$ cat src/rtl/ssd_result_writer.sv
// AHB-Lite initiator writing classifier results (code, then done strobe) to the SSD responder.
// Optional readback verification of the code write is enabled by defining SSD_WR_READBACK_EN.
module ssd_result_writer #(
  parameter logic [31:0] SSD_BASE_ADDR  = 32'hC000_0000,
  parameter int unsigned TIMEOUT_CYCLES = 255
) (
  input  logic        clk,
  input  logic        resetn,
  input  logic        result_valid_i,
  input  logic [4:0]  result_class_i,
  output logic        result_ready_o,
  output logic        busy_o,
  output logic        done_o,
  output logic        err_o,
  input  logic        err_clr_i,
  output logic [31:0] ahb_m0_haddr_o,
  output logic        ahb_m0_hwrite_o,
  output logic [2:0]  ahb_m0_hsize_o,
  output logic [2:0]  ahb_m0_hburst_o,
  output logic [3:0]  ahb_m0_hprot_o,
  output logic [1:0]  ahb_m0_htrans_o,
  output logic        ahb_m0_hmastlock_o,
  output logic [31:0] ahb_m0_hwdata_o,
  input  logic [31:0] ahb_m0_hrdata_i,
  input  logic        ahb_m0_hready_i,
  input  logic        ahb_m0_hresp_i
);

  localparam logic [7:0] TMO = 8'(TIMEOUT_CYCLES);

  typedef enum logic [2:0] {
    S_IDLE, S_A_DATA, S_D_DATA, S_A_DONE, S_D_DONE
`ifdef SSD_WR_READBACK_EN
    , S_A_RB, S_D_RB
`endif
  } state_t;

  state_t      state_q, state_d;
  logic        pend_vld_q, pend_vld_d;
  logic [4:0]  pend_cls_q, pend_cls_d;
  logic [4:0]  cur_cls_q, cur_cls_d;
  logic [7:0]  stall_q, stall_d;
  logic        err_q, err_d;
  logic        done_q, done_d;
  logic        err_set, consume, is_dphase, is_active;
  logic        unused_rdata;

  assign unused_rdata = ^ahb_m0_hrdata_i;

  always_ff @(posedge clk or negedge resetn) begin
    if (!resetn) begin
      state_q    <= S_IDLE;
      pend_vld_q <= 1'b0;
      pend_cls_q <= 5'd0;
      cur_cls_q  <= 5'd0;
      stall_q    <= 8'd0;
      err_q      <= 1'b0;
      done_q     <= 1'b0;
    end else begin
      state_q    <= state_d;
      pend_vld_q <= pend_vld_d;
      pend_cls_q <= pend_cls_d;
      cur_cls_q  <= cur_cls_d;
      stall_q    <= stall_d;
      err_q      <= err_d;
      done_q     <= done_d;
    end
  end

  always_comb begin
    state_d    = state_q;
    pend_vld_d = pend_vld_q;
    pend_cls_d = pend_cls_q;
    cur_cls_d  = cur_cls_q;
    done_d     = 1'b0;
    err_set    = 1'b0;
    consume    = 1'b0;
    is_active  = (state_q != S_IDLE);
    is_dphase  = (state_q == S_D_DATA) || (state_q == S_D_DONE)
`ifdef SSD_WR_READBACK_EN
                 || (state_q == S_D_RB)
`endif
                 ;

    if (result_valid_i && !pend_vld_q) begin
      pend_vld_d = 1'b1;
      pend_cls_d = result_class_i;
    end

    case (state_q)
      S_IDLE:   consume = pend_vld_q;
      S_A_DATA: if (ahb_m0_hready_i) state_d = S_D_DATA;
`ifdef SSD_WR_READBACK_EN
      S_D_DATA: if (ahb_m0_hready_i && !ahb_m0_hresp_i) state_d = S_A_RB;
      S_A_RB:   if (ahb_m0_hready_i) state_d = S_D_RB;
      S_D_RB: begin
        if (ahb_m0_hready_i && !ahb_m0_hresp_i) begin
          if (ahb_m0_hrdata_i[4:0] != cur_cls_q) begin
            err_set = 1'b1;
            state_d = S_IDLE;
          end else begin
            state_d = S_A_DONE;
          end
        end
      end
`else
      S_D_DATA: if (ahb_m0_hready_i && !ahb_m0_hresp_i) state_d = S_A_DONE;
`endif
      S_A_DONE: if (ahb_m0_hready_i) state_d = S_D_DONE;
      S_D_DONE: begin
        // A waiting result chains straight into the next sequence with no idle gap.
        if (ahb_m0_hready_i && !ahb_m0_hresp_i) begin
          done_d  = 1'b1;
          state_d = S_IDLE;
          consume = pend_vld_q;
        end
      end
      default:  state_d = S_IDLE;
    endcase

    if (is_dphase && ahb_m0_hresp_i) begin
      err_set = 1'b1;
      state_d = S_IDLE;
    end
    if (is_active && !ahb_m0_hready_i && (stall_q == TMO)) begin
      err_set = 1'b1;
      state_d = S_IDLE;
    end

    if (consume) begin
      cur_cls_d  = pend_cls_q;
      pend_vld_d = 1'b0;
      state_d    = S_A_DATA;
    end

    if (state_d != state_q)                  stall_d = 8'd0;
    else if (is_active && !ahb_m0_hready_i)  stall_d = stall_q + 8'd1;
    else                                     stall_d = stall_q;

    err_d = err_clr_i ? 1'b0 : (err_q | err_set);
  end

  // Bus outputs decode purely from registered state.
  always_comb begin
    ahb_m0_haddr_o  = 32'd0;
    ahb_m0_hwrite_o = 1'b0;
    ahb_m0_htrans_o = 2'b00;
    ahb_m0_hwdata_o = 32'd0;
    case (state_q)
      S_A_DATA: begin
        ahb_m0_haddr_o  = SSD_BASE_ADDR;
        ahb_m0_hwrite_o = 1'b1;
        ahb_m0_htrans_o = 2'b10;
      end
      S_A_DONE: begin
        ahb_m0_haddr_o  = SSD_BASE_ADDR + 32'h4;
        ahb_m0_hwrite_o = 1'b1;
        ahb_m0_htrans_o = 2'b10;
      end
`ifdef SSD_WR_READBACK_EN
      S_A_RB: begin
        ahb_m0_haddr_o  = SSD_BASE_ADDR;
        ahb_m0_htrans_o = 2'b10;
      end
`endif
      S_D_DATA: ahb_m0_hwdata_o = {27'd0, cur_cls_q};
      S_D_DONE: ahb_m0_hwdata_o = 32'h1;
      default:  ;
    endcase
  end

  assign ahb_m0_hsize_o     = 3'b010;
  assign ahb_m0_hburst_o    = 3'b000;
  assign ahb_m0_hprot_o     = 4'b0011;
  assign ahb_m0_hmastlock_o = 1'b0;
  assign result_ready_o     = !pend_vld_q;
  assign busy_o             = (state_q != S_IDLE);
  assign done_o             = done_q;
  assign err_o              = err_q;

endmodule

$ cat config.mk
export PLATFORM = sky130hd
export DESIGN_NAME = ssd_result_writer
export DESIGN_NICKNAME = d
export VERILOG_FILES = /design/src/rtl/ssd_result_writer.sv
export SDC_FILE = /design/constraint.sdc
export NUM_CORES = 1
export LEC_CHECK = 0
export ABC_AREA = 0
export CAP_MARGIN = 25
export CORE_MARGIN = 2
export CORE_UTILIZATION = 38
export DETAILED_ROUTE_END_ITERATION = 16
export PLACE_DENSITY = 0.88
export SLEW_MARGIN = 10
export SYNTH_ARGS = -nofsm -noshare
export SYNTH_HDL_FRONTEND = slang
export SYNTH_SLANG_ARGS = --single-unit
$ cat constraint.sdc
create_clock -name clk -period 4.1 [get_ports clk]
set_input_delay 0.82 -clock clk [delete_from_list [all_inputs] [get_ports clk]]
set_output_delay 0.82 -clock clk [all_outputs]
set_load 0.05 [all_outputs]
==> impl_metrics.ini, run 1 <==
[status]
status = finished, final reports clean

[drt]
wirelength_um = 2706
drtIter0Drc = 37
viasPerCell = 4.331
vias = 1113
ant_nets = 0
dr.pass1.iters = 4
drc_errors = 0
wl_per_cell_um = 10.53

[logic_synthesis]
yosysTopAreaCell = dfrtp_1
synth.area.top_cells = dfrtp_1 (34%), buf_4 (30%), mux2_2 (6.3%), xnor2_1 (3.5%), a211oi_1 (3.0%)
ys_types = 40
netlist_instances = 185
ys_seq_elements = 24
syn_area_per_cell_um2 = 9.597
synthesis.area_um2 = 1775
synth_seq_area_share_pct = 33.83
yosysTopAreaCellShare_pct = 33.83
yosys_warnings = 0

[timing]
finalHoldViolations = 0
fin_worst_skew_ns = 0.004350
tns_ns = 0
max_slew.worst_pin.slew_ns = 0.7031
setup_viol = 0
min_period_ns = 3.173
period_share_pct = 77.40
slew_viol_final = 0
grt_setup_unrepaired = no
max_freq_ghz = 0.3151
slew_headroom_pct = 52.92

[die]
fp.dieH_um = 72.36
rows = 24
core_area_um2 = 4414
die_x_um = 72.36
start_util_pct = 40.22
num_io_pins = 125
dieArea_um2 = 5235

[power_and_ir_drop]
leakage_uw = 0.0008554
clkPwrFrac_pct = 15.2
sw_frac_of_total_pct = 49.29
p_seq_share_pct = 28.6
p_int_uw = 689.2
peakVddDrop_v = 0.0002393
switchingPower_uw = 669.8
power_density_nw_per_um2 = 729.9
p_comb_share_pct = 56.2

[hold_path]
hold_end = cur_cls_q[1]
min_from = cur_cls_q[1]
worstHoldPathType = register to register
holdPathStages = 1

[placed_design]
gp_congestion = 0.7155
port_buffers = 24
placed_area_um2 = 1775
hpwl_um = 2159

[setup_path]
cp.required_ns = 3.28
worstPathArrival_ns = 2.35
crit_path_start_kind = register
critPathCaptureType = primary output
reg2reg_depth = 4
rr_endpoint = stall_q[3]
reg2reg_from = state_q[0]
rrSetupSlack_ns = 1.75
path_class = register to primary output
path_max_fanout = 9

[cts]
worstSkewPairLatency_ns = 0.27
cts.sinks = 24
cts_resized = 0
cts_max_level = 1
cts-root-buf = clkbuf_8
numCtsBuffers = 3
cts_hold_buf = 0
cts_setup_buffers = 0
cts_tree = built
clk_transition_reported_paths_ns = 0.09
cts_buffer_depth = 2

[final_layout]
num_antenna_cells = 0
final_nets = 250
area_growth_pct = 4.863
layout-drive-gt1-share_pct = 9.756
final_area_um2 = 1862

[grt]
track_usage_pct = 9.664
grt_antenna_before_repair = 0
grt_pass1_wl_um = 4050
grt_max_degree = 25
gr-total-overflow = 0
grt_pass1_vias = 898

[flow_run]
cap_viol_max_count = 0
==> power by group through the flow <==
| stage | clock network, uW | logic [uW] | registers [uW] |
|---|---|---|---|
| floorplan | 0 | 689 | 362 |
| global placement | 0 | 755 | 387 |
| detailed placement | 0 | 765 | 394 |
| CTS | 211 | 766 | 389 |
| global route | 218 | 808 | 401 |
| finish | 206 | 764 | 389 |
==> synth_stat cells (all sizes together) <==
master	count
inv	4
nand4bb	1
nor4b	1
o21ai	2
a211o	1
o21a	1
xnor2	7
xor2	1
o221ai	1
dfrtp	24
nor3	4
nand3b	1
nor2	9
a31oi	1
conb	2
o211ai	2
o31ai	1
and3	4
mux2	10
and2	2
a21oi	2
nor2b	2
nand2	5
or4b	1
buf	72
a221oi	1
a211oi	7
nand3	2
a21o	1
nor3b	2
clkbuf	4
and2b	1
nand4	1
nand2b	2
ha	1
nand4b	1
a2111oi	1
==> cells in the final DEF, fill, tap and decap left out, drive strengths merged, types with 3 or more instances in the layout <==
cell type / count
a211oi: 7
and3: 4
clkbuf: 3
clkdlybuf4s50: 24
conb: 68
dfrtp: 24
inv: 4
mux2: 10
nand2: 5
nor2: 9
nor3: 4
xnor2: 7
==> how the worst max path moves through the flow <==
stage                               endpoint             from  cells past startpoint  slack [ns]
after CTS                 ahb_m0_hwdata_o[0]       state_q[1]                      4        0.92
after floorplan           ahb_m0_haddr_o[30]       state_q[0]                      4        1.35
final                     ahb_m0_hwdata_o[0]       state_q[1]                      4        0.93
after global routing      ahb_m0_hwdata_o[0]       state_q[1]                      4        0.79
after detailed placement          stall_q[3]  ahb_m0_hready_i                      5        0.78
after global placement            stall_q[0]  ahb_m0_hready_i                      5        0.81
==> cell families (layout without fill, tap and decap cells) <==
| group | Yosys count | after routing | synth area share, % |
|---|---|---|---|
| compound gates | 21 | 21 | 9.302 |
| flops | 24 | 24 | 33.83 |
| fa+ha+maj | 1 | 1 | 0.7046 |
| mux | 10 | 10 | 6.343 |
| other cells | 2 | 68 | 0.4230 |
| buf+inv | 80 | 34 | 32.42 |
| xor+xnor | 8 | 8 | 3.947 |
| simple gates | 39 | 39 | 13.04 |
==> state kept, by name, indices dropped and copies added (netlist names) <==
register    count
done_o          1
cur_cls_q       5
state_q         3
err_o           1
pend_cls_q      5
stall_q         8
pend_vld_q      1
==> layout make-up <==
class	count	area (um^2)
clock buffers	3	41.29
clock inverters	1	30.03
fillers	420	2552
inverters	4	15.01
multi-input cells	147	847.1
flip-flops and latches	24	600.6
well taps	52	65.06
repair buffers	26	262.8
==> worst max-delay path: stages, from the launching register on <==
cell	delay (ns)
dfrtp_1	0.57
nor2b_1	0.44
a21oi_1	0.15
nor2_1	0.11
clkdlybuf4s50_1	0.81
==> per-stage QoR <==
step                instances  setup slack [ns]  utilization (%)  hold slack (ns)  total power [uW]
global placement          252            0.8064            40.22           0.4827              1142
detailed placement        252            0.7789            40.22           0.4861              1158
CTS                       256            0.9167            41.84           0.5066              1366
finish                    257            0.9267            42.18           0.5057              1359
global route              257            0.7943            42.18           0.5229              1428
floorplan                 251             1.345                -           0.4727              1051
==> layer usage <==
metal | track usage [%] | share of wire [%] | vias to the layer above
met3 | 1.667 | 6.8 | 6
met2 | 16.62 | 52 | 61
met4 | 3.774 | 1.5 | 0
met5 | 0 | 0 | -
met1 | 12.02 | 40 | 524
li1 | - | - | 522
No activity file was read; power rests on OpenSTA's default activity.
==> run 2, diff against run 1 <==
- CORE_UTILIZATION: 38 -> 32
- PLACE_DENSITY: 0.88 -> 0.79
- clock period: 4.1 -> 2.8 ns (I/O delays scaled with it)
==> run 2 against run 1 <==
  * Worst setup slack lost 0.75 ns
  * Global-route usage shrank 0.16 points
  * Combinational power grew 52%
  * Sequential cell count is the same
  * Via count grew 1.2%
  * First-iteration DRC count shrank 2.7%
  * Final area grew 2.6%
  * Worst hold slack gained 0.0069 ns
  * Critical path type unchanged
  * Largest cell class unchanged
==> impl_metrics.ini, run 2 (synthesis gave the netlist of run 1 again) <==
[cts]
worstSkewPairLatency_ns = 0.27
cts_resized = 0
cts_buffer_depth = 2
numCtsBuffers = 3
cts_hold_buf = 0
cts-root-buf = clkbuf_8
cts_setup_buffers = 0
cts_max_level = 1
cts_tree = built
cts.sinks = 24
clk_transition_reported_paths_ns = 0.09

[hold_path]
holdPathStages = 1
worstHoldPathType = register to register
min_from = cur_cls_q[2]
hold_end = cur_cls_q[2]

[setup_path]
crit_path_start_kind = register
rrSetupSlack_ns = 0.74
cp.required_ns = 2.24
reg2reg_from = state_q[2]
rr_endpoint = stall_q[7]
path_class = register to primary output
path_max_fanout = 9
critPathCaptureType = primary output
reg2reg_depth = 6
worstPathArrival_ns = 2.07

[final_layout]
regMostFlops = stall_q
final_common_cell = conb_1
area_growth_pct = 7.540
layout-drive-gt1-share_pct = 14.29
final_cell_mix = conb_1 (68), dfrtp_1 (24), clkdlybuf4s50_1 (17), buf_4 (12), mux2_2 (10)
final_nets = 255
reg_top3 = stall_q (8), cur_cls_q (5), pend_cls_q (5)
nFillCells = 568
num_antenna_cells = 0
largest_reg_flops = 8
fin_cells = 282

[die]
core_area_um2 = 5439
fp.dieH_um = 78.49
num_io_pins = 125
rows = 27
start_util_pct = 32.64
dieArea_um2 = 6160
die_x_um = 78.49

[timing]
tns_ns = 0
setup_viol = 0
min_period_ns = 2.627
slew_headroom_pct = 65.06
period_share_pct = 93.82
grt_setup_unrepaired = no
max_freq_ghz = 0.3807
fin_worst_skew_ns = 0.002664
slew_viol_final = 0
max_slew.worst_pin.slew_ns = 0.5225
finalHoldViolations = 0

[grt]
track_usage_pct = 9.500
grt_pass1_wl_um = 4581
grt_pass1_vias = 1018
grt_max_degree = 25
grt_antenna_before_repair = 0
gr-total-overflow = 0

[drt]
wirelength_um = 2826
drc_errors = 0
vias = 1126
dr.pass1.iters = 4
ant_nets = 0
drtIter0Drc = 36
viasPerCell = 3.993
wl_per_cell_um = 10.02

[placed_design]
port_buffers = 24
hpwl_um = 2184
placed_cells = 278
gp_congestion = 0.7480

[status]
status = finished, final reports clean

[power_and_ir_drop]
power_density_nw_per_um2 = 1061
leakage_uw = 0.0009090
peakVddDrop_v = 0.0003656

[flow_run]
cap_viol_max_count = 0
-- run 2: cell types whose count changed in the layout (fill, tap and decap cells not counted) --
cell             delta
buf_4              +11
clkdlybuf4s50_1     -7
buf_8               -1
dlymetal6s2s_1      +2
-- run 2: power by group --
part	leakage [uW]	internal [uW]	switching, uW
registers	0.000306	459	100
clock network	0.0000357	191	118
logic	0.000567	376	781
total	0.000909	1030	999
-- run 2: metal layers --
metal / routed length, um / vias to the layer above / GRT usage [%] / share of wire, %
li1: - / 531 / - / -
met1: 1155 / 541 / 11.31 / 41
met2: 1437 / 49 / 16.12 / 51
met3: 178 / 5 / 2.414 / 6.3
met4: 54 / 0 / 4.211 / 1.9
met5: 0 / - / 0 / 0
-- run 2: cell type report --
class                   instances  area, um^2  share of cell area (%)
repair buffers                 31       285.3                   14.94
flip-flops and latches         24       600.6                   31.45
inverters                       4       15.01                  0.7864
clock buffers                   3       41.29                   2.163
well taps                      72       90.09                   4.718
multi-input cells             147       847.1                   44.36
clock inverters                 1       30.03                   1.573
-- run 2: worst max path at each step --
stage	startpoint	endpoint	slack [ns]	depth (start not counted)
floorplan	state_q[0]	ahb_m0_haddr_o[30]	0.31	4
global placement	ahb_m0_hready_i	stall_q[0]	0.29	7
detailed placement	ahb_m0_hready_i	stall_q[2]	0.27	7
CTS	state_q[0]	ahb_m0_htrans_o[1]	0.13	3
global route	state_q[0]	ahb_m0_haddr_o[30]	0.008	3
finish	state_q[0]	ahb_m0_haddr_o[31]	0.17	3
-- run 2: metrics by stage --
stage	utilization, %	worst slack, ns	power, uW	hold slack, ns	instance area, um^2
after CTS	35.01	0.1321	2034	0.5162	1904
after detailed placement	33.70	0.2718	1728	0.4960	1833
final	35.10	0.1730	2026	0.5126	1909
after global placement	33.70	0.2853	1706	0.4817	1833
after floorplan	-	0.3052	1539	0.2644	2023
after global routing	35.10	0.007520	2140	0.5335	1909
-- run 2: worst max-delay path, stage by stage, from the launching register on --
cell and delay, ns:
dfrtp_1 0.53, inv_1 0.18, nor2_1 0.24, clkdlybuf4s50_1 0.85
==> run 3, diff against run 2 <==
- CTS_CLUSTER_SIZE: unset -> 14
==> results of run 3 <==
The final DEF is identical to that of run 2; final timing and power are the same.
